===== src/rtl/vram_pkg.sv =====
// rtl/vram_pkg.sv - shared types and constants for the VRAM arbiter
package vram_pkg;

    typedef enum logic {
        OWN_DISP = 1'b0,
        OWN_CPU  = 1'b1
    } owner_t;

    typedef struct packed {
        logic   valid;
        owner_t owner;
    } tag_t;

    localparam int DEF_ADDR_W   = 16;
    localparam int DEF_DATA_W   = 32;
    localparam int READ_LATENCY = 3;
    localparam int STREAK_W     = 4;

endpackage


===== src/rtl/vram_grant_logic.sv =====
// rtl/vram_grant_logic.sv - display/CPU priority decision and next streak value
module vram_grant_logic
    import vram_pkg::*;
#(
    parameter int MAX_DISP_STREAK = 4
) (
    input  logic                disp_req_i_unused_guard,
    input  logic                i_disp_req,
    input  logic                i_cpu_req,
    input  logic                i_in_blank,
    input  logic [STREAK_W-1:0] i_streak,
    output logic                o_grant_valid,
    output owner_t              o_grant_owner,
    output logic [STREAK_W-1:0] o_streak_next
);

    localparam logic [STREAK_W-1:0] STREAK_MAX = STREAK_W'(MAX_DISP_STREAK);

    logic w_unused;
    assign w_unused = disp_req_i_unused_guard;

    always_comb begin
        o_grant_valid = i_disp_req | i_cpu_req;
        o_grant_owner = OWN_DISP;
        o_streak_next = '0;
        if (i_cpu_req && (!i_disp_req || i_in_blank || (i_streak == STREAK_MAX))) begin
            o_grant_owner = OWN_CPU;
        end
        // The streak only measures how long a waiting CPU has been passed over.
        if (i_cpu_req && i_disp_req && (o_grant_owner == OWN_DISP)) begin
            o_streak_next = (i_streak == STREAK_MAX) ? i_streak : i_streak + 1'b1;
        end
    end

endmodule


===== src/rtl/vram_arbiter.sv =====
// rtl/vram_arbiter.sv - single-port VRAM sharing between display scanout and CPU
module vram_arbiter
    import vram_pkg::*;
#(
    parameter int ADDR_W          = DEF_ADDR_W,
    parameter int DATA_W          = DEF_DATA_W,
    parameter int MAX_DISP_STREAK = 4
) (
    input  logic              pixel_clock,
    input  logic              reset_n,
    input  logic              in_blank,
    input  logic              disp_req,
    input  logic [ADDR_W-1:0] disp_addr,
    output logic              disp_ready,
    output logic              disp_rvalid,
    output logic [DATA_W-1:0] disp_rdata,
    input  logic              cpu_req,
    input  logic              cpu_we,
    input  logic [ADDR_W-1:0] cpu_addr,
    input  logic [DATA_W-1:0] cpu_wdata,
    output logic              cpu_ready,
    output logic              cpu_rvalid,
    output logic [DATA_W-1:0] cpu_rdata,
    output logic              mem_en,
    output logic              mem_we,
    output logic [ADDR_W-1:0] mem_addr,
    output logic [DATA_W-1:0] mem_wdata,
    input  logic [DATA_W-1:0] mem_rdata
);

    logic                w_grant_valid;
    owner_t              w_grant_owner;
    logic [STREAK_W-1:0] w_streak_next;
    logic                w_grant_we;
    logic [ADDR_W-1:0]   w_grant_addr;

    logic [STREAK_W-1:0] r_streak;
    logic                r_mem_en;
    logic                r_mem_we;
    logic [ADDR_W-1:0]   r_mem_addr;
    logic [DATA_W-1:0]   r_mem_wdata;
    tag_t                r_tag0;
    tag_t                r_tag1;
    logic                r_disp_rvalid;
    logic [DATA_W-1:0]   r_disp_rdata;
    logic                r_cpu_rvalid;
    logic [DATA_W-1:0]   r_cpu_rdata;

    vram_grant_logic #(
        .MAX_DISP_STREAK(MAX_DISP_STREAK)
    ) u_grant (
        .disp_req_i_unused_guard(1'b0),
        .i_disp_req             (disp_req),
        .i_cpu_req              (cpu_req),
        .i_in_blank             (in_blank),
        .i_streak               (r_streak),
        .o_grant_valid          (w_grant_valid),
        .o_grant_owner          (w_grant_owner),
        .o_streak_next          (w_streak_next)
    );

    assign w_grant_we   = (w_grant_owner == OWN_CPU) && cpu_we;
    assign w_grant_addr = (w_grant_owner == OWN_CPU) ? cpu_addr : disp_addr;

    // Readies are gated by reset so nothing is acknowledged while the pipe is held clear.
    assign disp_ready = reset_n && w_grant_valid && (w_grant_owner == OWN_DISP);
    assign cpu_ready  = reset_n && w_grant_valid && (w_grant_owner == OWN_CPU);

    always_ff @(posedge pixel_clock or negedge reset_n) begin
        if (!reset_n) begin
            r_streak      <= '0;
            r_mem_en      <= 1'b0;
            r_mem_we      <= 1'b0;
            r_mem_addr    <= '0;
            r_mem_wdata   <= '0;
            r_tag0        <= '0;
            r_tag1        <= '0;
            r_disp_rvalid <= 1'b0;
            r_disp_rdata  <= '0;
            r_cpu_rvalid  <= 1'b0;
            r_cpu_rdata   <= '0;
        end else begin
            r_streak <= w_streak_next;
            r_mem_en <= w_grant_valid;
            if (w_grant_valid) begin
                r_mem_we   <= w_grant_we;
                r_mem_addr <= w_grant_addr;
                if (w_grant_we) begin
                    r_mem_wdata <= cpu_wdata;
                end
            end
            // Writes never enter the tag pipe, so they cannot raise an rvalid.
            r_tag0        <= '{valid: w_grant_valid && !w_grant_we, owner: w_grant_owner};
            r_tag1        <= r_tag0;
            r_disp_rvalid <= r_tag1.valid && (r_tag1.owner == OWN_DISP);
            r_cpu_rvalid  <= r_tag1.valid && (r_tag1.owner == OWN_CPU);
            if (r_tag1.valid && (r_tag1.owner == OWN_DISP)) begin
                r_disp_rdata <= mem_rdata;
            end
            if (r_tag1.valid && (r_tag1.owner == OWN_CPU)) begin
                r_cpu_rdata <= mem_rdata;
            end
        end
    end

    assign mem_en      = r_mem_en;
    assign mem_we      = r_mem_we;
    assign mem_addr    = r_mem_addr;
    assign mem_wdata   = r_mem_wdata;
    assign disp_rvalid = r_disp_rvalid;
    assign disp_rdata  = r_disp_rdata;
    assign cpu_rvalid  = r_cpu_rvalid;
    assign cpu_rdata   = r_cpu_rdata;

endmodule


===== config.mk =====
export PLATFORM = sky130hd
export DESIGN_NAME = vram_arbiter
export DESIGN_NICKNAME = d
export VERILOG_FILES = /design/src/rtl/vram_pkg.sv /design/src/rtl/vram_grant_logic.sv /design/src/rtl/vram_arbiter.sv
export SDC_FILE = /design/constraint.sdc
export NUM_CORES = 1
export LEC_CHECK = 0
export BUFFER_PORTS_ARGS = -buffer_cell sky130_fd_sc_hd__clkbuf_2
export CAP_MARGIN = 40
export CORE_ASPECT_RATIO = 0.9
export CORE_MARGIN = 4
export CORE_UTILIZATION = 40
export DETAILED_ROUTE_END_ITERATION = 12
export HOLD_SLACK_MARGIN = 0.05
export PLACE_DENSITY = 0.7
export SETUP_SLACK_MARGIN = 0.15
export SLEW_MARGIN = 20
export SYNTH_ARGS = -nofsm -noshare
export SYNTH_HDL_FRONTEND = slang
export SYNTH_SLANG_ARGS = --single-unit

===== constraint.sdc =====
create_clock -name pixel_clock -period 1.95 [get_ports pixel_clock]
set_input_delay 0.195 -clock pixel_clock [delete_from_list [all_inputs] [get_ports pixel_clock]]
set_output_delay 0.195 -clock pixel_clock [all_outputs]
set_load 0.05 [all_outputs]

==> results_dict.tcl, run 1 <==
set metrics [dict create \
    crit_cells 7 \
    reg2reg_slack_ns 0.09 \
    crit_type "register to primary output" \
    ys_seq_elements 124 \
    setup_viol 0 \
    power_w 0.009366 \
    synthAdderAreaFrac_pct 0.5237 \
    cts_num_sinks 124 \
    skew_ns 0.007325 \
    internal_power_w 0.006056 \
    synth.mux.area_fraction_pct 22.62 \
    grt_max_degree 125 \
    hold_viol 0 \
    r2r-start "r_streak[0]$_DFFE_PN0P_" \
    status "finished, final reports clean" \
    synth-simple-area-share_pct 3.221 \
    finalWirelength_mm 13.72 \
    clockBufferDepth 2 \
    syn-cell-area_sq_um 4778 \
    clock_latency_ns 0.40 \
    finalNonFillerCells 815 \
    critPathTopFamily "simple AND/OR/NAND/NOR gates" \
    numPlacedInstances 684 \
    fin_area_sq_um 7925 \
    cts_htree_levels 4 \
    grt_pass1_wl_mm 20.20 \
    ys_seq_area_share_pct 64.94 \
    cp_cell_sequence "inv_1 > ha_1 > nand3b_1 > buf_4 > nand2_2 > and3_4 > buf_8" \
    layout.nets 750 \
    die_w_um 123.2 \
    fill_cells 806 \
    io_buffer_count 219 \
    wl_per_cell_um 16.83 \
    synth_top_family_by_area "multiplexers" \
    critPathCaptureType "primary output" \
    synth-async-reset-ratio_pct 100.0 \
    cap_violations 0 \
    crit_end "cpu_ready" \
    drt_iter0_markers 174 \
    worstPathArrival_ns 1.71 \
    synth-compound-area-share_pct 5.734 \
    worst_pin_slew_ns 0.6560 \
    antenna_found_initial 1 \
    r2r-end "r_streak[1]$_DFFE_PN0P_" \
    cts_tree "yes" \
    swShare_pct 35.34 \
    mostFrequentLayoutCells "clkbuf_2 (216), dfrtp_1 (124), dlygate4sd3_1 (80)" \
    die_h_um 111.7 \
    seqPwrFrac_pct 34.2 \
    setup.worst_path.start_class "register" \
    finalCritPeriodShare_pct 97.66 \
    clkPwrFrac_pct 35.3 \
    crit_fanout 4 \
    synth-xor-area-share_pct 0.3666 \
    synth-edff-count 0 \
    synth_nets 421 \
    synth_ff_type "dfrtp_1" \
    grt_pass1_vias 4190 \
    fmax_mhz 525.1 \
    place_congestion 0.7835 \
    fin_crit_ns 1.904 \
    cp_slowest_cell "dfrtp_1" \
    grt_overflow 0 \
    drv_slew 0 \
    avgSynthCellArea_sq_um 15.07 \
    ios 220 \
    powerDensity_nw_per_um2 1182 \
    layout_commonest_cell "clkbuf_2" \
    place_area_sq_um 6096 \
    cp_slowest_stage_delay_ns 0.38 \
    synth_cell_types 25 \
    rows 37 \
    cp.required_ns 1.75 \
    synth-warning-count 0 \
    area_growth_pct 65.85 \
    die_area_sq_um 13760 \
    place_hpwl_mm 8.372 \
    coreArea_sq_um 11570 \
    first_pass_iters 4 \
    track_usage_pct 18.71 \
    cp-startpoint "r_streak[0]$_DFFE_PN0P_" \
    hold_depth 2 \
    synthCells 317 \
    start_util_pct 41.29 \
    vias 3918 \
    ir_drop_uv 559.7 \
    worst-path-buf-inv 3 \
    combPwrFrac_pct 30.5 \
    drc 0 \
    p_switching_w 0.003310 \
    diodes 0 \
    drive_gt1_share_pct 58.88 \
    rsz0062_at_grt "true" \
    slew_headroom_pct 56.26 \
    reg2reg_depth 10 \
    routed_via_density 4.807 \
    numCtsBuffers 17 \
    path_clk_slew_ns 0.06 \
    antenna_left 0 \
    root_buffer "clkbuf_16" \
    hold_class "primary input to register" \
    leakage_nw 3.893 \
]
==> metrics by stage <==
stage / util, % / setup WS (ns) / setup TNS (ns) / hold slack [ns]
after floorplan: - / 0.1758 / 0 / -0.1006
after detailed placement: 52.67 / 0.2020 / 0 / 0.3347
final: 68.48 / 0.04566 / 0 / 0.07855
after CTS: 65.73 / 0.009513 / 0 / 0.05270
after global routing: 68.48 / -0.09537 / -0.2193 / 0.05499
after global placement: 52.67 / 0.2604 / 0 / 0.3325
==> layer usage <==
layer,GRT usage (%),vias up,wire length (um)
met4,6.199,2,275
met1,21.03,1921,5198
met2,32.54,181,7030
met3,6.958,25,1198
li1,-,1789,-
met5,0,-,16
==> registers in the layout (all words and copies together) (netlist names) <==
signal	count
mem_en	1
r_tag1	2
mem_we	1
r_tag0	2
r_streak	4
cpu_rdata	32
mem_addr	16
disp_rvalid	1
cpu_rvalid	1
disp_rdata	32
mem_wdata	32
==> what timing repair did <==
| action | CTS | global route |
|---|---|---|
| setup endpoints to repair | 2 | 52 |
| endpoints found under the hold margin | 228 | 2 |
| setup buffers | 8 | 4 |
| resized for setup | 7 | 35 |
| pin swaps | 2 | 4 |
| cloned | 0 | 7 |
| hold buffers | 79 | 1 |
==> synthesized netlist by cell type, types with 2 or more instances <==
master	n	share of area [%]
buf_2	12	1.3
nand2_1	20	1.6
dfrtp_1	124	65
inv_1	5	0.39
ha_1	2	0.52
nor3_1	3	0.31
a21oi_1	16	1.7
clkbuf_1	3	0.24
mux2_2	95	22
a221o_1	16	3.4
and3_1	2	0.26
nor2b_1	2	0.26
and2_1	2	0.26
nor2_1	2	0.16
buf_4	3	0.47
==> kinds of logic (layout without fill, tap and decap cells) <==
kind of cell | Yosys count | after routing
DFF | 124 | 124
muxes | 96 | 96
AOI/OAI and AO/OA | 35 | 35
and+or+nand+nor | 34 | 34
buffers and inverters | 24 | 366
adders and majority gates | 2 | 2
xor gates and xnor gates | 2 | 2
==> area by class of cell <==
type	instances	area [sq um]	area share, %
clock inverter	11	166.4	2.100
timing repair buffer	329	2323	29.32
inverter	5	18.77	0.2368
clock buffer	21	460.4	5.810
tap	156	195.2	2.463
sequential	124	3103	39.15
multi-input combinational	169	1658	20.92
==> power by group through the flow <==
stage                     sequential (W)  combinational [W]  clock, W
after floorplan                  0.00463           0.000491         0
after global placement           0.00322            0.00260         0
after detailed placement         0.00323            0.00264         0
after CTS                        0.00319            0.00278   0.00338
after global routing             0.00325            0.00298   0.00351
final                            0.00320            0.00285   0.00331
==> how the worst min path moves through the flow <==
stage	from	endpoint	slack, ns
final	mem_rdata[1]	disp_rdata[1]$_DFFE_PN0P_	0.08
after global routing	mem_rdata[1]	cpu_rdata[1]$_DFFE_PN0P_	0.05
after CTS	mem_rdata[20]	cpu_rdata[20]$_DFFE_PN0P_	0.05
after detailed placement	r_tag0[0]$_DFF_PN0_	r_tag1[0]$_DFF_PN0_	0.33
after global placement	r_tag0[1]$_DFF_PN0_	r_tag1[1]$_DFF_PN0_	0.33
after floorplan	reset_n	cpu_rdata[0]$_DFFE_PN0P_	-0.10
Note: power is estimated with default switching activity, not from simulation.
==> run 2, diff against run 1 <==
--- a/config.mk
+++ b/config.mk
@@ -5,14 +5,15 @@
 export SDC_FILE = /design/constraint.sdc
 export NUM_CORES = 1
 export LEC_CHECK = 0
+export ABC_AREA = 1
 export BUFFER_PORTS_ARGS = -buffer_cell sky130_fd_sc_hd__clkbuf_2
 export CAP_MARGIN = 40
 export CORE_ASPECT_RATIO = 0.9
 export CORE_MARGIN = 4
-export CORE_UTILIZATION = 40
+export CORE_UTILIZATION = 26
 export DETAILED_ROUTE_END_ITERATION = 12
 export HOLD_SLACK_MARGIN = 0.05
-export PLACE_DENSITY = 0.7
+export MAX_ROUTING_LAYER = met4
 export SETUP_SLACK_MARGIN = 0.15
 export SLEW_MARGIN = 20
 export SYNTH_ARGS = -nofsm -noshare
==> run 2 against run 1 <==
  * Cell area is 0.36% lower
  * First-iteration DRC count is 52% higher
  * Combinational power is 10% lower
  * Register-to-register slack better by 0.26 ns
  * Flip-flop and latch count stayed put
==> results_dict.tcl, run 2 <==
set metrics [dict create \
    status "finished, final reports clean" \
    synthTopCellsByCount "nand2_1 (165), dfrtp_1 (124), inv_1 (59), o21ai_0 (59), nand3_1 (35)" \
    io_buffer_count 219 \
    layout.nets 954 \
    reg2reg_slack_ns 0.35 \
    worstPathArrival_ns 1.57 \
    synth.top_cell.area_share_pct 62.22 \
    antenna_left 0 \
    ios 220 \
    powerDensity_nw_per_um2 1141 \
    worst_pin_slew_ns 0.6545 \
    grt_max_degree 125 \
    synth-simple-area-share_pct 22.43 \
    cp_slowest_cell "dfrtp_1" \
    start_util_pct 26.75 \
    ys_seq_area_share_pct 62.22 \
    cts_tree "yes" \
    synth_cell_types 21 \
    vias 4773 \
    syn-cell-area_sq_um 4987 \
    mostFrequentLayoutCells "clkbuf_2 (216), nand2_1 (164), dfrtp_1 (124)" \
    finalWirelength_mm 15.55 \
    holdPathEnd "mem_addr[1]$_DFFE_PN0P_" \
    synth-async-reset-ratio_pct 100.0 \
    synthAdderAreaFrac_pct 0.5018 \
    leakage_nw 4.228 \
    avgSynthCellArea_sq_um 9.118 \
    rsz0062_at_grt "true" \
    grt_overflow 0 \
    place_congestion 0.7655 \
    setup_viol 0 \
    die_w_um 154.0 \
    synth_top_area_cell "dfrtp_1" \
    synth-xor-area-share_pct 0.3512 \
    cp_cell_sequence "inv_1 > ha_2 > nand3_4 > nand2_4 > nand2_4 > inv_4 > nor2_4 > buf_8" \
    drt_iter0_markers 265 \
    synth_area_leaders "dfrtp_1 (62%), nand2_1 (12%), o21ai_0 (5.9%)" \
    synth-compound-area-share_pct 6.422 \
    ir_drop_uv 512.5 \
    synth_nets 651 \
    reg2reg_depth 8 \
    yosysMostFrequentCell "nand2_1" \
    cts_num_sinks 124 \
    die_h_um 139.4 \
    synth.mux.area_fraction_pct 0 \
    hold_depth 5 \
    clock_latency_ns 0.42 \
    fin_crit_ns 1.765 \
    clockBufferDepth 2 \
    root_buffer "clkbuf_16" \
    die_area_sq_um 21460 \
    dp_slack_ns 0.3678 \
    hold_class "primary input to register" \
    r2r-start "r_streak[0]$_DFFE_PN0P_" \
    drive_gt1_share_pct 32.13 \
    grt_pass1_vias 4902 \
    critPathCaptureType "primary output" \
    crit_fanout 3 \
    r2r-end "mem_wdata[13]$_DFFE_PN0P_" \
    first_pass_iters 6 \
    hold_viol 0 \
    track_usage_pct 14.75 \
    synth_ff_type "dfrtp_1" \
    synthCells 547 \
    tns_ns 0 \
    finalCritPeriodShare_pct 90.53 \
    setup.worst_path.start_class "register" \
    numCtsBuffers 17 \
    fill_cells 1801 \
    synth_top_family_by_area "simple AND/OR/NAND/NOR gates" \
    synth-warning-count 0 \
    synth-edff-count 0 \
    wl_per_cell_um 14.02 \
    path_clk_slew_ns 0.06 \
    area_growth_pct 58.33 \
    multi_input_area_sq_um 1524 \
    drc 0 \
    fmax_mhz 566.5 \
    worstHoldStart "disp_addr[1]" \
    routed_via_density 4.304 \
    seqCellArea_sq_um 3103 \
    ys_seq_elements 124 \
    cts_htree_levels 4 \
    slew_headroom_pct 56.36 \
    grt_pass1_wl_mm 24.94 \
    antenna_found_initial 2 \
    cap_violations 0 \
    path_common_cell "nand2_4" \
    cp_slowest_stage_delay_ns 0.38 \
    coreArea_sq_um 18640 \
    crit_type "register to primary output" \
    place_hpwl_mm 9.939 \
    cp.required_ns 1.75 \
    drv_slew 0 \
    skew_ns 0.01185 \
    layout_commonest_cell "clkbuf_2" \
    setup_slack_ns 0.1847 \
    rows 47 \
]
## run 2: cell count changes after synthesis, moves of 16 or more
| cell | delta |
|---|---|
| nand2_1 | +145 |
| mux2_2 | -95 |
| o21ai_0 | +59 |
| inv_1 | +54 |
| nand3_1 | +34 |
| nand4_1 | +32 |
| nor2_1 | +20 |
| a21oi_1 | -16 |
| a221o_1 | -16 |
## run 2: layout make-up
class                   count  area share (%)
inverters                  59           2.836
clock inverters             9           1.711
well taps                 245           3.882
repair buffers            320           26.91
diodes                      2         0.06338
multi-input cells         328           19.30
flip-flops and latches    124           39.30
clock buffers              22           6.005
## run 2: repair_timing
action                                  4_1_cts  5_1_grt
gates resized for setup                       7        8
buffers inserted                              4        2
gates cloned                                  0        0
pin swaps                                     3        2
hold buffers                                 84        0
endpoints found under the setup margin        2        2
endpoints found under the hold margin       235        0
## run 2: routing by layer
layer / up-vias / share of wire, % / GRT usage [%]
li1: 2345 / - / -
met1: 2195 / 45 / 18.84
met2: 206 / 45 / 22.08
met3: 27 / 7.4 / 4.471
met4: 0 / 2.2 / 5.623
met5: - / 0 / -
## run 2: cells by family (layout without fill, tap and decap cells)
logic type,count (synthesis),after routing
AO/OA/AOI/OAI,64,64
other,0,2
flip-flops,124,124
XOR/XNOR,2,2
AND/OR/NAND/NOR,260,260
adder cells (fa/ha/maj),2,2
buffers and inverters,95,410
## run 2: how the worst max path moves through the flow
| stage | startpoint | endpoint | slack, ns | cells after the start |
|---|---|---|---|---|
| after global routing | r_streak[1]$_DFFE_PN0P_ | disp_ready | 0.1 | 8 |
| after CTS | r_streak[0]$_DFFE_PN0P_ | disp_ready | 0.15 | 8 |
| after global placement | r_streak[0]$_DFFE_PN0P_ | disp_ready | 0.40 | 8 |
| after floorplan | r_streak[0]$_DFFE_PN0P_ | cpu_ready | 0.28 | 7 |
| after detailed placement | r_streak[0]$_DFFE_PN0P_ | disp_ready | 0.37 | 8 |
| final | r_streak[0]$_DFFE_PN0P_ | disp_ready | 0.18 | 8 |
## run 2: worst max-delay path, delay by kind of cell (launching register included)
kind                       cells  cell delay [ns]
adders and majority gates      1             0.18
DFF                            1             0.38
buffers and inverters          3             0.30
and+or+nand+nor                4             0.29
## run 2: stage by stage
stage                     hold WS, ns  power (W)  instances  utilization [%]  instance area (sq um)
after floorplan               -0.1006   0.004899        547                -                   4992
after global placement         0.3376   0.005598        986            34.00                   6339
after detailed placement       0.3347   0.005619        986            34.00                   6339
after CTS                     0.05104   0.009118       1105            42.08                   7844
after global routing          0.09830   0.009430       1109            42.36                   7896
final                         0.08247   0.009013       1109            42.36                   7896
## run 2: power by group
part	switching [W]	internal [W]	leakage (nW)
clock network	0.00118	0.00211	0.289
registers	0.000214	0.00294	1.52
logic	0.00194	0.000627	2.42
